## src/rtl/order_packetizer_if.sv

```systemverilog
// Byte-wide valid/ready order stream between the packetizer and the exchange-side link.
interface order_packetizer_if;
    logic [7:0] tx_data;
    logic       tx_valid;
    logic       tx_ready;
    logic       tx_last;

    modport master (output tx_data, output tx_valid, output tx_last, input tx_ready);
    modport slave  (input tx_data, input tx_valid, input tx_last, output tx_ready);
endinterface

```

## src/rtl/order_packetizer.sv

```systemverilog
// Turns buy/sell decisions into 4-byte order packets (header, side/seq, price, checksum),
// tracking net position against a limit and holding off new decisions for a cooldown.
module order_packetizer #(
    parameter logic signed [7:0] MAX_POS  = 8'sd4,
    parameter int unsigned       COOLDOWN = 8,
    parameter logic [7:0]        HEADER   = 8'hA5
) (
    input  logic                    clk,
    input  logic                    rst,
    input  logic                    buy_signal,
    input  logic                    sell_signal,
    input  logic [7:0]              price,
    order_packetizer_if.master      tx,
    output logic signed [7:0]       position,
    output logic                    busy,
    output logic [7:0]              drop_count
);

    typedef enum logic [1:0] {ST_IDLE, ST_SEND, ST_COOL} state_t;

    localparam logic signed [7:0] NEG_MAX = -MAX_POS;
    localparam logic [7:0]        CD_LOAD = 8'(COOLDOWN);

    state_t      state;
    state_t      state_next;
    logic [1:0]  idx;
    logic [6:0]  seq;
    logic [7:0]  cd_cnt;
    logic        side;
    logic [7:0]  cap_price;

    logic        take_buy;
    logic        take_sell;
    logic        drop_evt;
    logic        last_fire;

    function automatic logic [7:0] sat_inc(input logic [7:0] v);
        return (v == 8'hFF) ? v : v + 8'd1;
    endfunction

    always_comb begin
        take_buy  = (state == ST_IDLE) && buy_signal && !sell_signal && (position < MAX_POS);
        take_sell = (state == ST_IDLE) && sell_signal && !buy_signal && (position > NEG_MAX);
        // In IDLE only conflicts and limit blocks count; any request while busy is lost.
        if (state == ST_IDLE)
            drop_evt = (buy_signal || sell_signal) && !take_buy && !take_sell;
        else
            drop_evt = buy_signal || sell_signal;
        last_fire = (state == ST_SEND) && tx.tx_ready && (idx == 2'd3);
    end

    always_ff @(posedge clk or posedge rst) begin
        if (rst)
            state <= ST_IDLE;
        else
            state <= state_next;
    end

    always_comb begin
        state_next = state;
        case (state)
            ST_IDLE: if (take_buy || take_sell) state_next = ST_SEND;
            ST_SEND: if (last_fire) state_next = (COOLDOWN == 0) ? ST_IDLE : ST_COOL;
            ST_COOL: if (cd_cnt <= 8'd1) state_next = ST_IDLE;
            default: state_next = ST_IDLE;
        endcase
    end

    always_comb begin
        tx.tx_valid = (state == ST_SEND);
        tx.tx_last  = (state == ST_SEND) && (idx == 2'd3);
        busy        = (state != ST_IDLE);
        tx.tx_data  = 8'h00;
        if (state == ST_SEND) begin
            case (idx)
                2'd0:    tx.tx_data = HEADER;
                2'd1:    tx.tx_data = {side, seq};
                2'd2:    tx.tx_data = cap_price;
                default: tx.tx_data = HEADER ^ {side, seq} ^ cap_price;
            endcase
        end
    end

    always_ff @(posedge clk or posedge rst) begin
        if (rst) begin
            idx        <= 2'd0;
            seq        <= 7'd0;
            cd_cnt     <= 8'd0;
            position   <= 8'sd0;
            drop_count <= 8'd0;
        end else begin
            if (drop_evt)
                drop_count <= sat_inc(drop_count);
            case (state)
                ST_IDLE: if (take_buy || take_sell) idx <= 2'd0;
                ST_SEND: begin
                    if (tx.tx_ready) begin
                        idx <= idx + 2'd1;
                        if (idx == 2'd3) begin
                            position <= side ? position - 8'sd1 : position + 8'sd1;
                            seq      <= seq + 7'd1;
                            cd_cnt   <= CD_LOAD;
                        end
                    end
                end
                ST_COOL: cd_cnt <= cd_cnt - 8'd1;
                default: ;
            endcase
        end
    end

    // Side and price are frozen at acceptance so input churn during SEND cannot leak in.
    always_ff @(posedge clk) begin
        if (take_buy || take_sell) begin
            side      <= take_sell;
            cap_price <= price;
        end
    end

endmodule

```

## src/flat_wrapper.sv

```systemverilog
// flat-port wrapper written by rule: the top's interface ports become plain ports
module order_packetizer_flat 
#(
    parameter logic signed [7:0] MAX_POS  = 8'sd4,
    parameter int unsigned       COOLDOWN = 8,
    parameter logic [7:0]        HEADER   = 8'hA5
)
  (clk, rst, buy_signal, sell_signal, price, position, busy, drop_count, tx_tx_data, tx_tx_valid, tx_tx_last, tx_tx_ready);
  order_packetizer_if tx_i ();
  input  logic clk;
  input  logic rst;
  input  logic buy_signal;
  input  logic sell_signal;
  input  logic [7:0] price;
  output logic signed [7:0] position;
  output logic busy;
  output logic [7:0] drop_count;
  output wire logic [$bits(tx_i.tx_data)-1:0] tx_tx_data;
  output wire logic [$bits(tx_i.tx_valid)-1:0] tx_tx_valid;
  output wire logic [$bits(tx_i.tx_last)-1:0] tx_tx_last;
  input wire logic [$bits(tx_i.tx_ready)-1:0] tx_tx_ready;
  assign tx_tx_data = tx_i.tx_data;
  assign tx_tx_valid = tx_i.tx_valid;
  assign tx_tx_last = tx_i.tx_last;
  assign tx_i.tx_ready = tx_tx_ready;
  order_packetizer #(.MAX_POS(MAX_POS), .COOLDOWN(COOLDOWN), .HEADER(HEADER)) u_core (.clk(clk), .rst(rst), .buy_signal(buy_signal), .sell_signal(sell_signal), .price(price), .tx(tx_i), .position(position), .busy(busy), .drop_count(drop_count));
endmodule
```

## config.mk

```make
export PLATFORM = sky130hd
export DESIGN_NAME = order_packetizer_flat
export DESIGN_NICKNAME = d
export VERILOG_FILES = /design/src/rtl/order_packetizer_if.sv /design/src/rtl/order_packetizer.sv /design/src/flat_wrapper.sv
export SDC_FILE = /design/constraint.sdc
export NUM_CORES = 1
export LEC_CHECK = 0
export ABC_AREA = 1
export CAP_MARGIN = 20
export CORE_ASPECT_RATIO = 0.5
export CORE_MARGIN = 2
export CORE_UTILIZATION = 40
export DETAILED_ROUTE_END_ITERATION = 10
export GPL_ROUTABILITY_DRIVEN = 0
export SLEW_MARGIN = 10
export SYNTH_ARGS = -nofsm -noshare
export SYNTH_HDL_FRONTEND = slang
export SYNTH_SLANG_ARGS = --single-unit
```

## constraint.sdc

```tcl
create_clock -name clk -period 2.1 [get_ports clk]
set_input_delay 0.42 -clock clk [delete_from_list [all_inputs] [get_ports clk]]
set_output_delay 0.42 -clock clk [all_outputs]
set_load 0.01 [all_outputs]
```

==> results of run 1 <==
## stage by stage
stage | utilization | hold slack (ns) | setup WS, ns | cell area (um^2) | std cells
after floorplan | - | 0.483 | 0.469 | 2750 | 343
after global placement | 0.494 | 0.512 | 0.0218 | 3290 | 479
after detailed placement | 0.494 | 0.518 | -0.0865 | 3290 | 479
after CTS | 0.528 | 0.527 | -0.0119 | 3520 | 494
after global routing | 0.527 | 0.547 | 0.00709 | 3520 | 494
final | 0.527 | 0.526 | 0.0698 | 3520 | 494
## what timing repair did
item,in CTS,in global routing
setup buffers,7,0
pin swaps,1,1
setup endpoints to repair,9,6
gates resized for setup,30,9
## worst reg2reg max path, cell delays in order (launching register included)
cell	delay, ns
dfrtp_1	0.39
ha_2	0.21
inv_2	0.08
buf_4	0.13
buf_4	0.11
nor2_4	0.06
inv_2	0.26
nand2_1	0.18
o21ai_0	0.18
inv_1	0.05
## flip-flops by register name, summed over array words and instances (netlist names)
| signal | cells |
|---|---|
| u_core.side | 1 |
| u_core.drop_count | 8 |
| u_core.idx | 2 |
| u_core.cd_cnt | 8 |
| u_core.position | 8 |
| u_core.seq | 7 |
| u_core.cap_price | 8 |
| u_core.state | 2 |
## synthesized netlist by cell type
| cell | number | area, um^2 |
|---|---|---|
| a21oi_1 | 3 | 15.0 |
| a21oi_2 | 1 | 8.76 |
| a221oi_1 | 1 | 8.76 |
| a31oi_1 | 4 | 25.0 |
| buf_2 | 1 | 5.00 |
| buf_4 | 3 | 22.5 |
| buf_6 | 1 | 11.3 |
| clkbuf_1 | 2 | 7.51 |
| dfrtp_1 | 35 | 876 |
| edfxtp_1 | 9 | 270 |
| fa_1 | 1 | 20.0 |
| ha_1 | 14 | 175 |
| inv_1 | 41 | 154 |
| inv_2 | 3 | 11.3 |
| nand2_1 | 107 | 402 |
| nand2_2 | 4 | 25.0 |
| nand3_1 | 20 | 100 |
| nand3_2 | 1 | 10.0 |
| nand3b_1 | 2 | 15.0 |
| nand4_1 | 17 | 106 |
| nor2_1 | 21 | 78.8 |
| nor2_4 | 3 | 33.8 |
| nor3_1 | 1 | 5.00 |
| nor3_2 | 2 | 20.0 |
| o2111ai_1 | 1 | 8.76 |
| o211ai_1 | 1 | 7.51 |
| o21ai_0 | 15 | 75.1 |
| o21ai_2 | 2 | 17.5 |
| o221ai_1 | 3 | 26.3 |
| o22ai_1 | 1 | 6.26 |
| o31ai_1 | 1 | 7.51 |
| or2_2 | 1 | 6.26 |
| xnor2_1 | 13 | 114 |
| xor2_1 | 8 | 70.1 |
## layout by cell type (no fill, tap or decap), types with 13 or more instances in the layout
master             n
nand2_1          107
inv_1             40
dfrtp_1           35
clkdlybuf4s50_1   30
nor2_1            20
nand3_1           20
buf_4             19
nand4_1           17
o21ai_0           15
xnor2_1           13
## how the worst max path moves through the flow
stage / slack [ns] / cells past startpoint / from / end
final: 0.07 / 6 / u_core.idx[0] / tx_tx_data[2]
after global routing: 0.007 / 6 / u_core.idx[1] / tx_tx_data[0]
after CTS: -0.01 / 6 / u_core.idx[0] / tx_tx_data[3]
after detailed placement: -0.09 / 5 / u_core.idx[0] / tx_tx_data[3]
after global placement: 0.02 / 5 / u_core.idx[0] / tx_tx_data[6]
after floorplan: 0.47 / 5 / u_core.idx[0] / tx_tx_data[6]
## cells by family (layout without fill, tap and decap cells)
group / Yosys count / in the layout
adder cells (fa/ha/maj): 15 / 15
AND/OR/NAND/NOR: 179 / 179
AO/OA/AOI/OAI: 33 / 33
flip-flops: 44 / 44
buffers and inverters: 51 / 110
XOR/XNOR: 21 / 21
## metal layers
layer | share of wire | GRT usage | routed length, um
met1 | 0.52 | 0.257 | 3290
met2 | 0.43 | 0.272 | 2760
met3 | 0.037 | 0.0401 | 233
met4 | 0.012 | 0.0445 | 74
met5 | 0 | 0 | 0
## area by class of cell
type	instances	area [um^2]
Multi-Input combinational cell	248	1440
Fill cell	624	3160
Clock inverter	1	7.51
Tap cell	92	115
Sequential cell	44	1150
Inverter	44	165
Clock buffer	7	143
Timing Repair Buffer	58	500
## power by group
group          switching (mW)  leakage, nW  internal, mW
registers               0.318        0.534          1.14
logic                    1.26         1.09          1.10
clock network           0.329       0.0701         0.474
total                    1.90         1.69          2.71
==> results.tsv, run 1 <==
metric	value	unit
syn-instance-count	343	
synth_xor_area_frac	0.0670	
die_area	7580	um^2
ys_types	34	
r2r_start	u_core.idx[0]	
insertedDiodeCount	0	
clk_root_buffer_cell	clkbuf_16	
grt_max_degree	36	
slew_violations	0	
rrSetupSlack	0.35	ns
r2r_end	u_core.cd_cnt[3]	
timing.final.crit_share	0.967	
finalHoldViolations	0	
worstRegToRegCells	9	
synth_fa_ha_area_frac	0.0711	
path_clk_slew	0.07	ns
dp_hpwl	4.51	mm
numPortBuffers	39	
viasPerCell	4.96	
ant_nets	0	
status	completed	
skew	0.0120	ns
clk_latency	0.29	ns
drc	0	
wire_per_inst	12.9	um
synth_top_family_by_area	simple AND/OR/NAND/NOR gates	
cap_violations	0	
critPathKind	register to primary output	
synth_seq_area_share	0.418	
start_util	0.411	
powerDensity	1310	nW/um^2
rsz0062_at_grt	false	
path_buf_inv	3	
syn_area	2750	um^2
path_max_fanout	4	
grt_overflow	0	
max_stage_delay	0.36	ns
cts_tree	done	
cp_cell_sequence	buf_4 -> inv_2 -> ha_1 -> nor2_4 -> a31oi_1 -> dlygate4sd2_1	
cts_htree_levels	2	
die_w	121	um
clkSinkCount	44	
yosys.area_share.simple	0.292	
synth.avg_cell_area	8.00	um^2
rows	21	
grt_pass1_wl	10.7	mm
max_slew_margin	0.692	
cts_buffers	5	
num_vias	2452	
drt_iter0_markers	117	
period_minus_slack	2.03	ns
synth_compound_gate_area_share	0.0752	
ys_ff_latch	44	
area_growth	28.2	%
coreArea	6670	um^2
power.leakage	1.69	nW
fin_setup_tns	0	ns
max_freq	493	MHz
antenna_found_initial	0	
synthMuxAreaShare	0	
setup_viol	0	
die_y	62.6	um
slowest_stage	dfrtp_1	
required	1.68	ns
critPathTopFamily	buffers and inverters	
postCtsHoldBufs	0	
io_pins	40	
hold_path.class	input port to async pin	
end_kind	primary output	
mappedNetlistNets	371	
worstPathArrival	1.61	ns
drtPass1Iterations	4	
first_global_vias	2241	
ys.warnings.count	0	
num-nets-final	429	
grtUsageTotal	0.178	
max_slew.worst_pin.slew	0.462	ns
routed_wl	6.36	mm
start_kind	register	
total_power	4.62	mW
peakVddDrop	0.000463	V
clockBufferDepth	2	
drive_above_1_share	0.142	
Note: power is estimated with default switching activity, not from simulation.
==> run 2: changes to the inputs <==
Settings changed: CTS_CLUSTER_DIAMETER set to 150.
Clock period 2.1 ns to 2.5 ns, I/O delays scaled along.
==> results.tsv, run 2 (synthesis gave the netlist of run 1 again) <==
metric	value	unit
rsz0062_at_grt	true	
skew	0.00654	ns
start_util	0.411	
clkSinkCount	44	
die_w	121	um
clockBufferDepth	2	
total_power	3.71	mW
antenna_found_initial	0	
die_y	62.6	um
die_area	7580	um^2
end_kind	primary output	
layout_common_cells	nand2_1 (107), inv_1 (41), dfrtp_1 (35), clkdlybuf4s50_1 (33), nor2_1 (21)	
path_max_fanout	8	
period_minus_slack	2.43	ns
placed_cell_area	3250	um^2
max_freq	412	MHz
cap_violations	0	
worstPathArrival	1.93	ns
status	completed	
num-nets-final	416	
grt_max_degree	36	
cts_htree_levels	2	
critPathKind	register to primary output	
max_slew_margin	0.693	
cts_buffers	5	
start_kind	register	
final_area	3420	um^2
max_stage_delay	0.57	ns
grt_overflow	0	
viasPerCell	4.96	
slowest_stage	clkdlybuf4s50_1	
grtUsageTotal	0.174	
grt_pass1_wl	10.6	mm
hold_path.class	register to register	
dp_hpwl	4.50	mm
ant_nets	0	
powerDensity	1090	nW/um^2
coreArea	6670	um^2
power.leakage	1.68	nW
insertedDiodeCount	0	
setup_viol	0	
drive_above_1_share	0.0797	
required	2.00	ns
wire_per_inst	12.9	um
cts_tree	done	
max_slew.worst_pin.slew	0.460	ns
routed_wl	6.22	mm
final_common_cell	nand2_1	
cp_cell_sequence	inv_1 -> ha_2 -> a221oi_1 -> nor3_1 -> clkdlybuf4s50_1	
clk_root_buffer_cell	clkbuf_16	
clk_latency	0.28	ns
num_vias	2385	
area_growth	24.4	%
rows	21	
postCtsHoldBufs	0	
drc	0	
timing.final.crit_share	0.972	
slew_violations	0	
first_global_vias	2267	
numPortBuffers	39	
finalHoldViolations	0	
stdcell_count	481	
peakVddDrop	0.000496	V
dp_cells	473	
drt_iter0_markers	148	
drtPass1Iterations	5	
io_pins	40	
path_clk_slew	0.06	ns
[run 2: cell types whose count changed in the layout (fill, tap and decap cells not counted), moves of 2 or more]
cell	delta
buf_2	-4
clkbuf_2	-2
inv_2	-2
o221ai_1	+2
clkdlybuf4s50_1	+3
o221ai_2	-2
buf_4	-13
dlymetal6s2s_1	+5
[run 2: critical path, delay by kind of cell, from the launching register on]
kind / cells / cell delay (ns)
buffers and inverters: 2 / 0.69
DFF: 1 / 0.43
AOI/OAI and AO/OA: 1 / 0.11
and+or+nand+nor: 1 / 0.16
adders and majority gates: 1 / 0.27
[run 2: worst paths after layout]
path	startpoint	endpoint	slack, ns	cells past startpoint
setup / recovery	u_core.idx[1]	tx_tx_data[6]	0.07	5
hold / removal	u_core.cd_cnt[2]	u_core.cd_cnt[2]	0.53	1
setup reg to reg	u_core.state[0]	u_core.cd_cnt[0]	0.74	7
hold reg to reg	u_core.cd_cnt[2]	u_core.cd_cnt[2]	0.53	1
max in group asynchronous	rst	u_core.cd_cnt[2]	1.54	3
min in group asynchronous	rst	u_core.position[2]	0.61	3
[run 2: power by group]
part	internal (mW)	switching (mW)	leakage (nW)	total, mW
sequential	0.961	0.281	0.534	1.24
combinational	0.845	0.988	1.08	1.83
clock	0.370	0.267	0.0679	0.637
total	2.18	1.54	1.68	3.71
[run 2: layer usage]
layer  GRT usage  part of all wire  vias up
met5           0                 0        -
met4      0.0417            0.0061        0
met3      0.0401             0.043        4
met2       0.268              0.44       49
met1       0.249              0.51     1124
li1            -                 -     1208
[run 2: repair_timing]
item	in CTS	in global routing
gates resized for setup	4	6
setup endpoints to repair	5	7
setup buffers	0	0
endpoints found under the hold margin	0	0
[run 2: cell type report]
| type | count | area, um^2 |
|---|---|---|
| Multi-Input combinational cell | 248 | 1400 |
| Timing Repair Buffer | 45 | 447 |
| Clock inverter | 1 | 5.00 |
| Sequential cell | 44 | 1150 |
| Inverter | 44 | 168 |
| Tap cell | 92 | 115 |
| Fill cell | 633 | 3260 |
| Clock buffer | 7 | 133 |
[run 2: metrics by stage]
stage	hold WS [ns]	util	setup WS [ns]	TNS (ns)
after floorplan	0.483	-	0.789	0
after global placement	0.517	0.487	0.332	0
after detailed placement	0.518	0.487	0.278	0
after CTS	0.533	0.508	0.0307	0
after global routing	0.574	0.512	-0.0451	-0.0644
final	0.528	0.512	0.0704	0
